<file path="src/rtl/key_entry_ctrl_if.sv">
// Keypad, button and display/load signals of the alarm-clock key entry block.
// master drives keystrokes and buttons; slave is the entry controller.
interface key_entry_ctrl_if;
    logic       one_second;
    logic       key_valid;
    logic [3:0] key;
    logic       alarm_button;
    logic       time_button;
    logic [3:0] key_ms_hr;
    logic [3:0] key_ls_hr;
    logic [3:0] key_ms_min;
    logic [3:0] key_ls_min;
    logic       show_new_time;
    logic       show_a;
    logic       load_new_a;
    logic       load_new_c;
    logic       entry_error;

    modport master (
        output one_second, key_valid, key, alarm_button, time_button,
        input  key_ms_hr, key_ls_hr, key_ms_min, key_ls_min,
        input  show_new_time, show_a, load_new_a, load_new_c, entry_error
    );

    modport slave (
        input  one_second, key_valid, key, alarm_button, time_button,
        output key_ms_hr, key_ls_hr, key_ms_min, key_ls_min,
        output show_new_time, show_a, load_new_a, load_new_c, entry_error
    );
endinterface

</file>
<file path="src/rtl/key_entry_ctrl.sv">
// Keypad entry controller: shifts BCD digits into an HH:MM buffer and
// issues load strobes for current time or alarm on a legal, complete entry.
module key_entry_ctrl #(
    parameter int TIMEOUT_SEC = 10
) (
    input  logic             clock,
    input  logic             reset,
    key_entry_ctrl_if.slave  kb
);

    localparam int TW = $clog2(TIMEOUT_SEC + 1);

    typedef enum logic [1:0] {
        SHOW_TIME,
        KEY_ENTRY,
        LOAD
    } state_t;

    state_t        state;
    logic          alarm_q;
    logic          time_q;
    logic          press_a;
    logic          press_t;
    logic [2:0]    digit_cnt;
    logic [TW-1:0] timer;
    logic          digit_ok;
    logic          any_press;
    logic          one_press;
    logic          buf_legal;

    function automatic logic legal_hhmm(
        input logic [3:0] mh,
        input logic [3:0] lh,
        input logic [3:0] mm,
        input logic [3:0] lm
    );
        logic ok;
        ok = (mh <= 4'd2) && (lh <= 4'd9);
        if (mh == 4'd2)
            ok = ok && (lh <= 4'd3);
        ok = ok && (mm <= 4'd5) && (lm <= 4'd9);
        return ok;
    endfunction

    assign digit_ok  = kb.key_valid && (kb.key <= 4'd9);
    assign any_press = press_a | press_t;
    assign one_press = press_a ^ press_t;
    assign buf_legal = legal_hhmm(kb.key_ms_hr, kb.key_ls_hr,
                                  kb.key_ms_min, kb.key_ls_min);

    // Presses are registered edges, so a strobe lands two cycles after the rise.
    always_ff @(posedge clock) begin
        if (reset) begin
            state            <= SHOW_TIME;
            alarm_q          <= kb.alarm_button;
            time_q           <= kb.time_button;
            press_a          <= 1'b0;
            press_t          <= 1'b0;
            digit_cnt        <= '0;
            timer            <= '0;
            kb.key_ms_hr     <= '0;
            kb.key_ls_hr     <= '0;
            kb.key_ms_min    <= '0;
            kb.key_ls_min    <= '0;
            kb.show_new_time <= 1'b0;
            kb.show_a        <= 1'b0;
            kb.load_new_a    <= 1'b0;
            kb.load_new_c    <= 1'b0;
            kb.entry_error   <= 1'b0;
        end else begin
            alarm_q        <= kb.alarm_button;
            time_q         <= kb.time_button;
            press_a        <= kb.alarm_button & ~alarm_q;
            press_t        <= kb.time_button & ~time_q;
            kb.load_new_a  <= 1'b0;
            kb.load_new_c  <= 1'b0;
            kb.entry_error <= 1'b0;

            unique case (state)
                SHOW_TIME: begin
                    kb.show_new_time <= 1'b0;
                    kb.show_a        <= kb.alarm_button;
                    // A keystroke coincident with a press is dropped.
                    if (!any_press && digit_ok) begin
                        kb.key_ms_hr     <= 4'd0;
                        kb.key_ls_hr     <= 4'd0;
                        kb.key_ms_min    <= 4'd0;
                        kb.key_ls_min    <= kb.key;
                        digit_cnt        <= 3'd1;
                        timer            <= '0;
                        kb.show_new_time <= 1'b1;
                        kb.show_a        <= 1'b0;
                        state            <= KEY_ENTRY;
                    end
                end

                KEY_ENTRY: begin
                    kb.show_new_time <= 1'b1;
                    kb.show_a        <= 1'b0;
                    if (any_press) begin
                        if (one_press && digit_cnt == 3'd4 && buf_legal) begin
                            kb.load_new_a <= press_a;
                            kb.load_new_c <= press_t;
                            state         <= LOAD;
                        end else begin
                            kb.entry_error <= 1'b1;
                            timer          <= '0;
                        end
                    end else if (digit_ok) begin
                        kb.key_ms_hr  <= kb.key_ls_hr;
                        kb.key_ls_hr  <= kb.key_ms_min;
                        kb.key_ms_min <= kb.key_ls_min;
                        kb.key_ls_min <= kb.key;
                        if (digit_cnt != 3'd4)
                            digit_cnt <= digit_cnt + 3'd1;
                        timer <= '0;
                    end else if (kb.one_second) begin
                        if (timer == TW'(TIMEOUT_SEC - 1)) begin
                            kb.key_ms_hr     <= '0;
                            kb.key_ls_hr     <= '0;
                            kb.key_ms_min    <= '0;
                            kb.key_ls_min    <= '0;
                            digit_cnt        <= '0;
                            timer            <= '0;
                            kb.show_new_time <= 1'b0;
                            state            <= SHOW_TIME;
                        end else begin
                            timer <= timer + TW'(1);
                        end
                    end
                end

                LOAD: begin
                    kb.key_ms_hr     <= '0;
                    kb.key_ls_hr     <= '0;
                    kb.key_ms_min    <= '0;
                    kb.key_ls_min    <= '0;
                    digit_cnt        <= '0;
                    timer            <= '0;
                    kb.show_new_time <= 1'b0;
                    kb.show_a        <= 1'b0;
                    state            <= SHOW_TIME;
                end

                default: begin
                    state <= SHOW_TIME;
                end
            endcase
        end
    end

endmodule

</file>
<file path="src/flat_wrapper.sv">
// flat-port wrapper written by rule: the top's interface ports become plain ports
module key_entry_ctrl_flat 
#(
    parameter int TIMEOUT_SEC = 10
)
  (clock, reset, kb_one_second, kb_key_valid, kb_key, kb_alarm_button, kb_time_button, kb_key_ms_hr, kb_key_ls_hr, kb_key_ms_min, kb_key_ls_min, kb_show_new_time, kb_show_a, kb_load_new_a, kb_load_new_c, kb_entry_error);
  key_entry_ctrl_if kb_i ();
  input  logic clock;
  input  logic reset;
  input wire logic [$bits(kb_i.one_second)-1:0] kb_one_second;
  input wire logic [$bits(kb_i.key_valid)-1:0] kb_key_valid;
  input wire logic [$bits(kb_i.key)-1:0] kb_key;
  input wire logic [$bits(kb_i.alarm_button)-1:0] kb_alarm_button;
  input wire logic [$bits(kb_i.time_button)-1:0] kb_time_button;
  output wire logic [$bits(kb_i.key_ms_hr)-1:0] kb_key_ms_hr;
  output wire logic [$bits(kb_i.key_ls_hr)-1:0] kb_key_ls_hr;
  output wire logic [$bits(kb_i.key_ms_min)-1:0] kb_key_ms_min;
  output wire logic [$bits(kb_i.key_ls_min)-1:0] kb_key_ls_min;
  output wire logic [$bits(kb_i.show_new_time)-1:0] kb_show_new_time;
  output wire logic [$bits(kb_i.show_a)-1:0] kb_show_a;
  output wire logic [$bits(kb_i.load_new_a)-1:0] kb_load_new_a;
  output wire logic [$bits(kb_i.load_new_c)-1:0] kb_load_new_c;
  output wire logic [$bits(kb_i.entry_error)-1:0] kb_entry_error;
  assign kb_i.one_second = kb_one_second;
  assign kb_i.key_valid = kb_key_valid;
  assign kb_i.key = kb_key;
  assign kb_i.alarm_button = kb_alarm_button;
  assign kb_i.time_button = kb_time_button;
  assign kb_key_ms_hr = kb_i.key_ms_hr;
  assign kb_key_ls_hr = kb_i.key_ls_hr;
  assign kb_key_ms_min = kb_i.key_ms_min;
  assign kb_key_ls_min = kb_i.key_ls_min;
  assign kb_show_new_time = kb_i.show_new_time;
  assign kb_show_a = kb_i.show_a;
  assign kb_load_new_a = kb_i.load_new_a;
  assign kb_load_new_c = kb_i.load_new_c;
  assign kb_entry_error = kb_i.entry_error;
  key_entry_ctrl #(.TIMEOUT_SEC(TIMEOUT_SEC)) u_core (.clock(clock), .reset(reset), .kb(kb_i));
endmodule
</file>
<file path="config.mk">
export PLATFORM = sky130hd
export DESIGN_NAME = key_entry_ctrl_flat
export DESIGN_NICKNAME = d
export VERILOG_FILES = /design/src/rtl/key_entry_ctrl_if.sv /design/src/rtl/key_entry_ctrl.sv /design/src/flat_wrapper.sv
export SDC_FILE = /design/constraint.sdc
export NUM_CORES = 1
export LEC_CHECK = 0
export BUFFER_PORTS_ARGS = -buffer_cell sky130_fd_sc_hd__buf_2
export CAP_MARGIN = 15
export CORE_AREA = 5 5 88 66
export CTS_CLUSTER_DIAMETER = 150
export CTS_CLUSTER_SIZE = 20
export DETAILED_ROUTE_END_ITERATION = 10
export DIE_AREA = 0 0 93 71
export PLACE_DENSITY = 0.55
export RECOVER_POWER = 50
export SLEW_MARGIN = 20
export SYNTH_ARGS = -nofsm -noshare
export SYNTH_HDL_FRONTEND = slang
export SYNTH_SLANG_ARGS = --single-unit
</file>
<file path="constraint.sdc">
create_clock -name clock -period 2.4 [get_ports clock]
set_input_delay 0.24 -clock clock [delete_from_list [all_inputs] [get_ports clock]]
set_output_delay 0.24 -clock clock [all_outputs]
set_load 0.01 [all_outputs]
</file>
After elaboration in Yosys (flattened, before gate mapping)
Cells that the tools add are included.
{ "word_totals": {"regBits": 34, "in_bits": 10, "output_inout_bits": 21, "elab_cells": 115} }
{ "classes": {"n_addsub": 2, "n_lt_le_gt_ge": 6, "eq_ne": 17, "muxes": 46, "bitwise_logic": 9, "reduce_logical": 19} }
{ "ops": {"columns": ["cell", "count"], "rows": [
  ["2-to-1 mux 4 bit", 17],
  ["one-hot mux 4 bit (3 select lines)", 5],
  ["2-to-1 mux 3 bit", 6],
  ["!= test 3 bit, second input constant", 5],
  ["less-or-equal comparator 4 bit, second input constant", 3],
  ["2-to-1 mux 2 bit", 6],
  ["AND reduction 5 bit", 2],
  ["one-hot mux 3 bit (3 select lines)", 1],
  ["less-or-equal comparator 4 x 2 -> 1 bit, second input constant", 2],
  ["logical AND 1 bit", 8],
  ["2-to-1 mux 1 bit", 8],
  ["!= test 3 x 1 -> 1 bit, second input constant", 2],
  ["!= test 3 x 2 -> 1 bit, second input constant", 2],
  ["AND reduction 6 bit", 1],
  ["NOT 1 bit", 5],
  ["adder 4 x 1 -> 4 bit, second input constant", 1],
  ["== test 4 x 2 -> 1 bit, second input constant", 1],
  ["== test 4 bit, second input constant", 1],
  ["less-or-equal comparator 4 x 3 -> 1 bit, second input constant", 1],
  ["!= test 4 x 2 -> 1 bit, second input constant", 1],
  ["one-hot mux 2 bit (2 select lines)", 1],
  ["AND reduction 4 bit", 1],
  ["OR reduction 4 bit", 1],
  ["adder 3 x 1 -> 3 bit, second input constant", 1],
  ["16 further kinds", 17]
]} }

Depth between registers and ports, before layout
{ "depth": {"ltp_word": 10, "depth_mapped": 8, "ltp_nobuf": 7} }

Worst setup path after synthesis
Ideal clock, no wire load.
{ "synth_timing": {"path_type": "reg-to-reg", "start": "reg u_core.press_t", "end": "reg u_core.timer[0]", "setup_ns": 0.121, "arrival_time_ns": 1.757, "t_required_ns": 2.279, "slack_ns": 0.522, "stages_incl_launch_ff": 8, "n_path_buf": 0, "synth_period_minus_slack_ns": 1.878, "cell_sequence": "dfxtp_1 -> inv_1 -> ha_1 -> nor4b_1 -> nand2_1 -> a2111oi_4 -> a221o_4 -> mux2_4"} }
{ "synth_via": {"elab_chain_len": 5, "elab_cells_between_ends": 12, "classes_between": "eq/ne (3); mux (2); bitwise (2); reduce/logical (5)"} }
{ "synth_rtl": {"columns": ["item", "line", "rtl"], "rows": [
  ["start: declaration", "key_entry_ctrl.sv:23", "logic press_t;"],
  ["start signal: assignment", "key_entry_ctrl.sv:74", "press_t <= kb.time_button & ~time_q;"],
  ["XOR 1 bit / OR 1 bit (equally long branches)", "key_entry_ctrl.sv:47, key_entry_ctrl.sv:46", null],
  ["logical AND 1 bit / logical NOT 1 bit (equally long branches)", "key_entry_ctrl.sv:101, key_entry_ctrl.sv:84", null],
  ["logical AND 1 bit (on tied branches)", "key_entry_ctrl.sv:101, key_entry_ctrl.sv:84", null],
  ["!= test 3 bit (no source line) / != test 2 x 1 -> 1 bit (equally long branches)", null, null],
  ["AND reduction 4 bit (no source line)", null, null],
  ["end signal: assignment", "key_entry_ctrl.sv:128", "timer <= timer + TW'(1);"],
  ["end: declaration", "key_entry_ctrl.sv:25", "logic [TW-1:0] timer;"]
]} }
Several ways; a longest one is shown, not always the timed one.
A chain may end at the register's enable or synchronous reset.

Worst setup path after layout
{ "layout_timing": {"start": "reg u_core.timer[1]", "end": "reg u_core.kb.key_ls_min[2]"} }
{ "layout_via": {"elab_chain_len": 3} }
{ "layout_rtl": {"columns": ["item", "line", "rtl"], "rows": [
  ["== test 4 bit", "key_entry_ctrl.sv:118", "if (timer == TW'(TIMEOUT_SEC - 1)) begin"],
  ["!= test 3 x 1 -> 1 bit (no source line)", null, null],
  ["AND reduction 5 bit (no source line)", null, null],
  ["end signal: assignment", "key_entry_ctrl.sv:88", "kb.key_ls_min <= kb.key;"],
  ["end signal: assignment", "key_entry_ctrl.sv:113", "kb.key_ls_min <= kb.key;"],
  ["end: declaration", "key_entry_ctrl_if.sv:27", "output key_ms_hr, key_ls_hr, key_ms_min, key_ls_min,"]
]} }
Every way passes these cells.

==> impl_metrics.py <==
metrics = {
    "power_and_ir_drop": {
        "vdd_drop_max_mv": 0.242,
        "total_power_w": 0.00118,
        "p_sw_frac": 0.260,
        "power_frac_clock": 0.362,
        "combinationalPowerShare": 0.135,
        "netSwitchingPower_w": 0.000307,
        "leakagePower_nw": 0.703,
        "power_per_cell_area_nw_per_um2": 613,
        "p_seq_frac": 0.503,
        "internal_power_w": 0.000871,
    },
    "finish": {
        "stdcell_area_um2": 1920,
        "antennaDiodeCount": 0,
        "layout-drive-gt1-share": 0.121,
        "n_fill_cell": 534,
        "num-nets-final": 242,
        "layout-area-overhead-vs-synth_pct": 18.1,
    },
    "clock_network": {
        "cts_max_path_buffers": 2,
        "clock_tree.root_cell": "sky130_fd_sc_hd__clkbuf_8",
        "h-tree-depth": 2,
        "cts_setup_buffers": 0,
        "cts_num_sinks": 34,
        "cts_hold_buffers": 0,
        "cts.reportedPaths.clkPinSlew_ns": 0.07,
        "cts_buffers": 5,
        "worstSkewPairLatency_ns": 0.28,
        "cts_resized": 0,
        "tritoncts": "done",
    },
    "logic_synthesis": {
        "synthesized_instance_count": 189,
        "synth_area_um2": 1630,
        "yosys_register_bits": 34,
        "synth_edf_count": 0,
        "async_reset_ff_frac": 0,
        "synth_sequential_area_ratio": 0.418,
        "post_synth_net_total": 208,
        "yosysWarningCount": 0,
        "synthesis.area_per_instance_um2": 8.61,
        "netlist-cell-type-count": 38,
        "ys.flop_type": "sky130_fd_sc_hd__dfxtp_1",
    },
    "floorplan": {
        "num_rows": 22,
        "floorplan_die_width_um": 93,
        "floorplan.core_area_um2": 4950,
        "design.portCount": 31,
        "fp.dieArea_um2": 6600,
        "chipHeight_um": 71,
        "start_util": 0.328,
    },
    "global_route": {
        "grt_use_total": 0.123,
        "grt_pass1_wl_mm": 6.50,
        "number_of_global_route_vias_before_repair": 1342,
        "antenna_found_initial": 0,
        "global_route.overflow_total": 0,
        "grt_start_max_net_pins": 19,
    },
    "route": {
        "average_wire_per_cell_in_the_routed_design_um": 13.5,
        "drt-total-wl_mm": 3.82,
        "drc_errors": 0,
        "detail_route.vias_per_cell": 5.01,
        "initialDrtViolationCount": 51,
        "route.antenna.remaining_nets": 0,
        "vias": 1423,
        "detailedRoute.firstPassIterationCount": 4,
    },
    "critical_path": {
        "crit-reg2reg-launch": "u_core.timer[1]",
        "critical_path_cell_list": "inv_1 -> ha_1 -> and4b_1 -> a31oi_1 -> o21a_1 -> buf_4 -> nand2_1 -> a21oi_1",
        "r2r-end": "u_core.kb.key_ls_min[2]",
        "endpoint_kind": "register",
        "critical_path.max_stage_delay_ns": 0.51,
        "critPathArrivalTime_ns": 2.32,
        "crit_path_start_kind": "register",
        "ff2ff_path_depth": 8,
        "reg2reg_slack_ns": 0.29,
        "cp_class": "reg2reg",
        "critPathMaxFanout": 15,
        "critPathSlowestCell": "sky130_fd_sc_hd__o21a_1",
        "critPathRequiredTime_ns": 2.61,
    },
    "timing": {
        "total_negative_slack_ns": 0,
        "fin_worst_skew_ns": 0.00259,
        "finalHoldViolCount": 0,
        "share_of_the_clock_period_used_by_the_worst_path_after_layout": 0.881,
        "worst_slew_margin_rel": 0.649,
        "grt_setup_unrepaired": "no",
        "final-setup-viol-count": 0,
        "final-max-slew-violation-count": 0,
        "clock.fmax_mhz": 473,
        "tightestPinTransition_ns": 0.527,
        "final_period_demand_of_the_worst_path_ns": 2.11,
    },
    "placed_design": {
        "dpl_cell_area_um2": 1860,
        "numPortBuffers": 30,
        "detailedPlacementHpwl_mm": 2.84,
        "gp_congestion": 0.811,
    },
    "min_path": {
        "min-delay-start": "kb_time_button",
        "hold_path_depth": 1,
        "holdCritPathClass": "in2reg",
        "whs_endpoint": "u_core.time_q",
    },
    "run_status": {
        "status": "complete, no violations",
    },
    "flow_run": {
        "max_cap_viols": 0,
    },
}
how the worst max path moves through the flow:
stage,from,end,slack [ns],depth (start not counted)
after detailed placement,u_core.timer[1],u_core.kb.key_ls_min[2],0.31,8
after global routing,u_core.timer[1],u_core.kb.key_ls_min[2],0.06,8
after floorplan,u_core.press_t,u_core.timer[0],0.52,7
after CTS,u_core.timer[1],u_core.kb.key_ls_min[2],0.28,8
final,u_core.timer[1],u_core.kb.key_ls_min[2],0.29,8
after global placement,u_core.press_t,u_core.timer[0],0.31,7
routing by layer:
layer	routed length, µm	global-route usage	vias to the layer above	part of all wire
li1	-	-	736	-
met3	143	0.0372	4	0.037
met2	1590	0.169	25	0.42
met4	52	0.0472	0	0.014
met5	0	0	-	0
met1	2030	0.178	658	0.53
cells by family (layout without fill, tap and decap cells):
logic type | count (synthesis) | count (layout) | share of synthesized area
adders and majority gates | 9 | 9 | 0.0692
AOI/OAI and AO/OA | 47 | 47 | 0.204
muxes | 5 | 5 | 0.0369
and+or+nand+nor | 75 | 75 | 0.221
xor gates and xnor gates | 1 | 1 | 0.00539
buffers and inverters | 18 | 53 | 0.0454
DFF | 34 | 34 | 0.418
cell usage after synthesis, types with 2 or more instances:
| cell | count | area share |
|---|---|---|
| sky130_fd_sc_hd__buf_2 | 2 | 0.0062 |
| sky130_fd_sc_hd__nor2_1 | 10 | 0.023 |
| sky130_fd_sc_hd__nand2b_1 | 2 | 0.0077 |
| sky130_fd_sc_hd__a21oi_1 | 21 | 0.065 |
| sky130_fd_sc_hd__clkbuf_1 | 6 | 0.014 |
| sky130_fd_sc_hd__o21ai_1 | 3 | 0.0092 |
| sky130_fd_sc_hd__mux2_4 | 2 | 0.018 |
| sky130_fd_sc_hd__o21ai_0 | 3 | 0.0092 |
| sky130_fd_sc_hd__a211oi_1 | 3 | 0.014 |
| sky130_fd_sc_hd__nor3b_1 | 3 | 0.014 |
| sky130_fd_sc_hd__nor2b_1 | 3 | 0.012 |
| sky130_fd_sc_hd__nand3_1 | 20 | 0.062 |
| sky130_fd_sc_hd__dfxtp_1 | 34 | 0.42 |
| sky130_fd_sc_hd__o21a_1 | 2 | 0.0092 |
| sky130_fd_sc_hd__and3_1 | 4 | 0.015 |
| sky130_fd_sc_hd__nand2_1 | 28 | 0.065 |
| sky130_fd_sc_hd__inv_1 | 9 | 0.021 |
| sky130_fd_sc_hd__nor3_1 | 2 | 0.0062 |
| sky130_fd_sc_hd__o21ai_2 | 2 | 0.011 |
| sky130_fd_sc_hd__mux2i_1 | 3 | 0.018 |
| sky130_fd_sc_hd__ha_1 | 9 | 0.069 |
| sky130_fd_sc_hd__a31oi_1 | 2 | 0.0077 |
critical path: cells and delay by family, from the launching register on:
family	cells	cell delay, ns
DFF	1	0.35
AOI/OAI and AO/OA	3	0.90
and+or+nand+nor	2	0.27
buffers and inverters	2	0.30
adders and majority gates	1	0.22
final cells by class:
cell class,count,area (µm²),share of cell area
Clock inverter,1,5.00,0.00261
Inverter,9,33.8,0.0176
Timing Repair Buffer,36,168,0.0873
Multi-Input combinational cell,137,872,0.454
Clock buffer,7,86.3,0.0450
Sequential cell,34,681,0.354
Tap cell,60,75.1,0.0391
cell usage in the layout (no fill, tap or decap), drive strengths merged:
master   netlist  layout
mux2           2       2
xnor2          1       1
buf            3      14
nor2b          3       3
nor4b          1       1
nor3b          3       3
o21ai          8       8
dfxtp         34      34
ha             9       9
nand2         28      28
mux2i          3       3
nand2b         2       2
inv            9       9
o21bai         1       1
and4b          1       1
a2bb2oi        1       1
o32a           1       1
a31oi          2       2
a21boi         1       1
nor3           2       2
o2bb2ai        1       1
nand3         20      20
a211oi         3       3
nor2          10      10
a221o          1       1
clkbuf         6      29
a32oi          1       1
or3b           1       1
o211a          1       1
a21oi         21      21
clkinv         0       1
and3           4       4
a2111oi        2       2
o21a           2       2
o311a          1       1
state kept, by name, summed over array words and instances (netlist names):
signal / count
u_core.kb.load_new_c: 1
u_core.kb.entry_error: 1
u_core.kb.key_ms_min: 4
u_core.kb.key_ls_hr: 4
u_core.timer: 4
u_core.kb.key_ms_hr: 4
u_core.kb.key_ls_min: 4
u_core.digit_cnt: 3
u_core.kb.load_new_a: 1
u_core.kb.show_a: 1
u_core.press_t: 1
u_core.alarm_q: 1
u_core.time_q: 1
u_core.press_a: 1
u_core.state: 2
u_core.kb.show_new_time: 1
metrics by stage:
step	setup WS [ns]	cells	utilization	hold WS, ns
CTS	0.282	284	0.393	0.0615
global placement	0.306	276	0.375	0.355
finish	0.287	284	0.388	0.0683
global route	0.0567	284	0.388	0.0586
detailed placement	0.313	276	0.375	0.357
floorplan	0.522	189	-	0.268
power groups by stage:
stage	Sequential, W	Combinational [W]	Clock (W)
after floorplan	0.000607	0.000108	0
after global placement	0.000605	0.000161	0
after detailed placement	0.000606	0.000161	0
after CTS	0.000593	0.000162	0.000446
after global routing	0.000595	0.000180	0.000476
final	0.000593	0.000159	0.000426
Note: power is estimated with default switching activity, not from simulation.
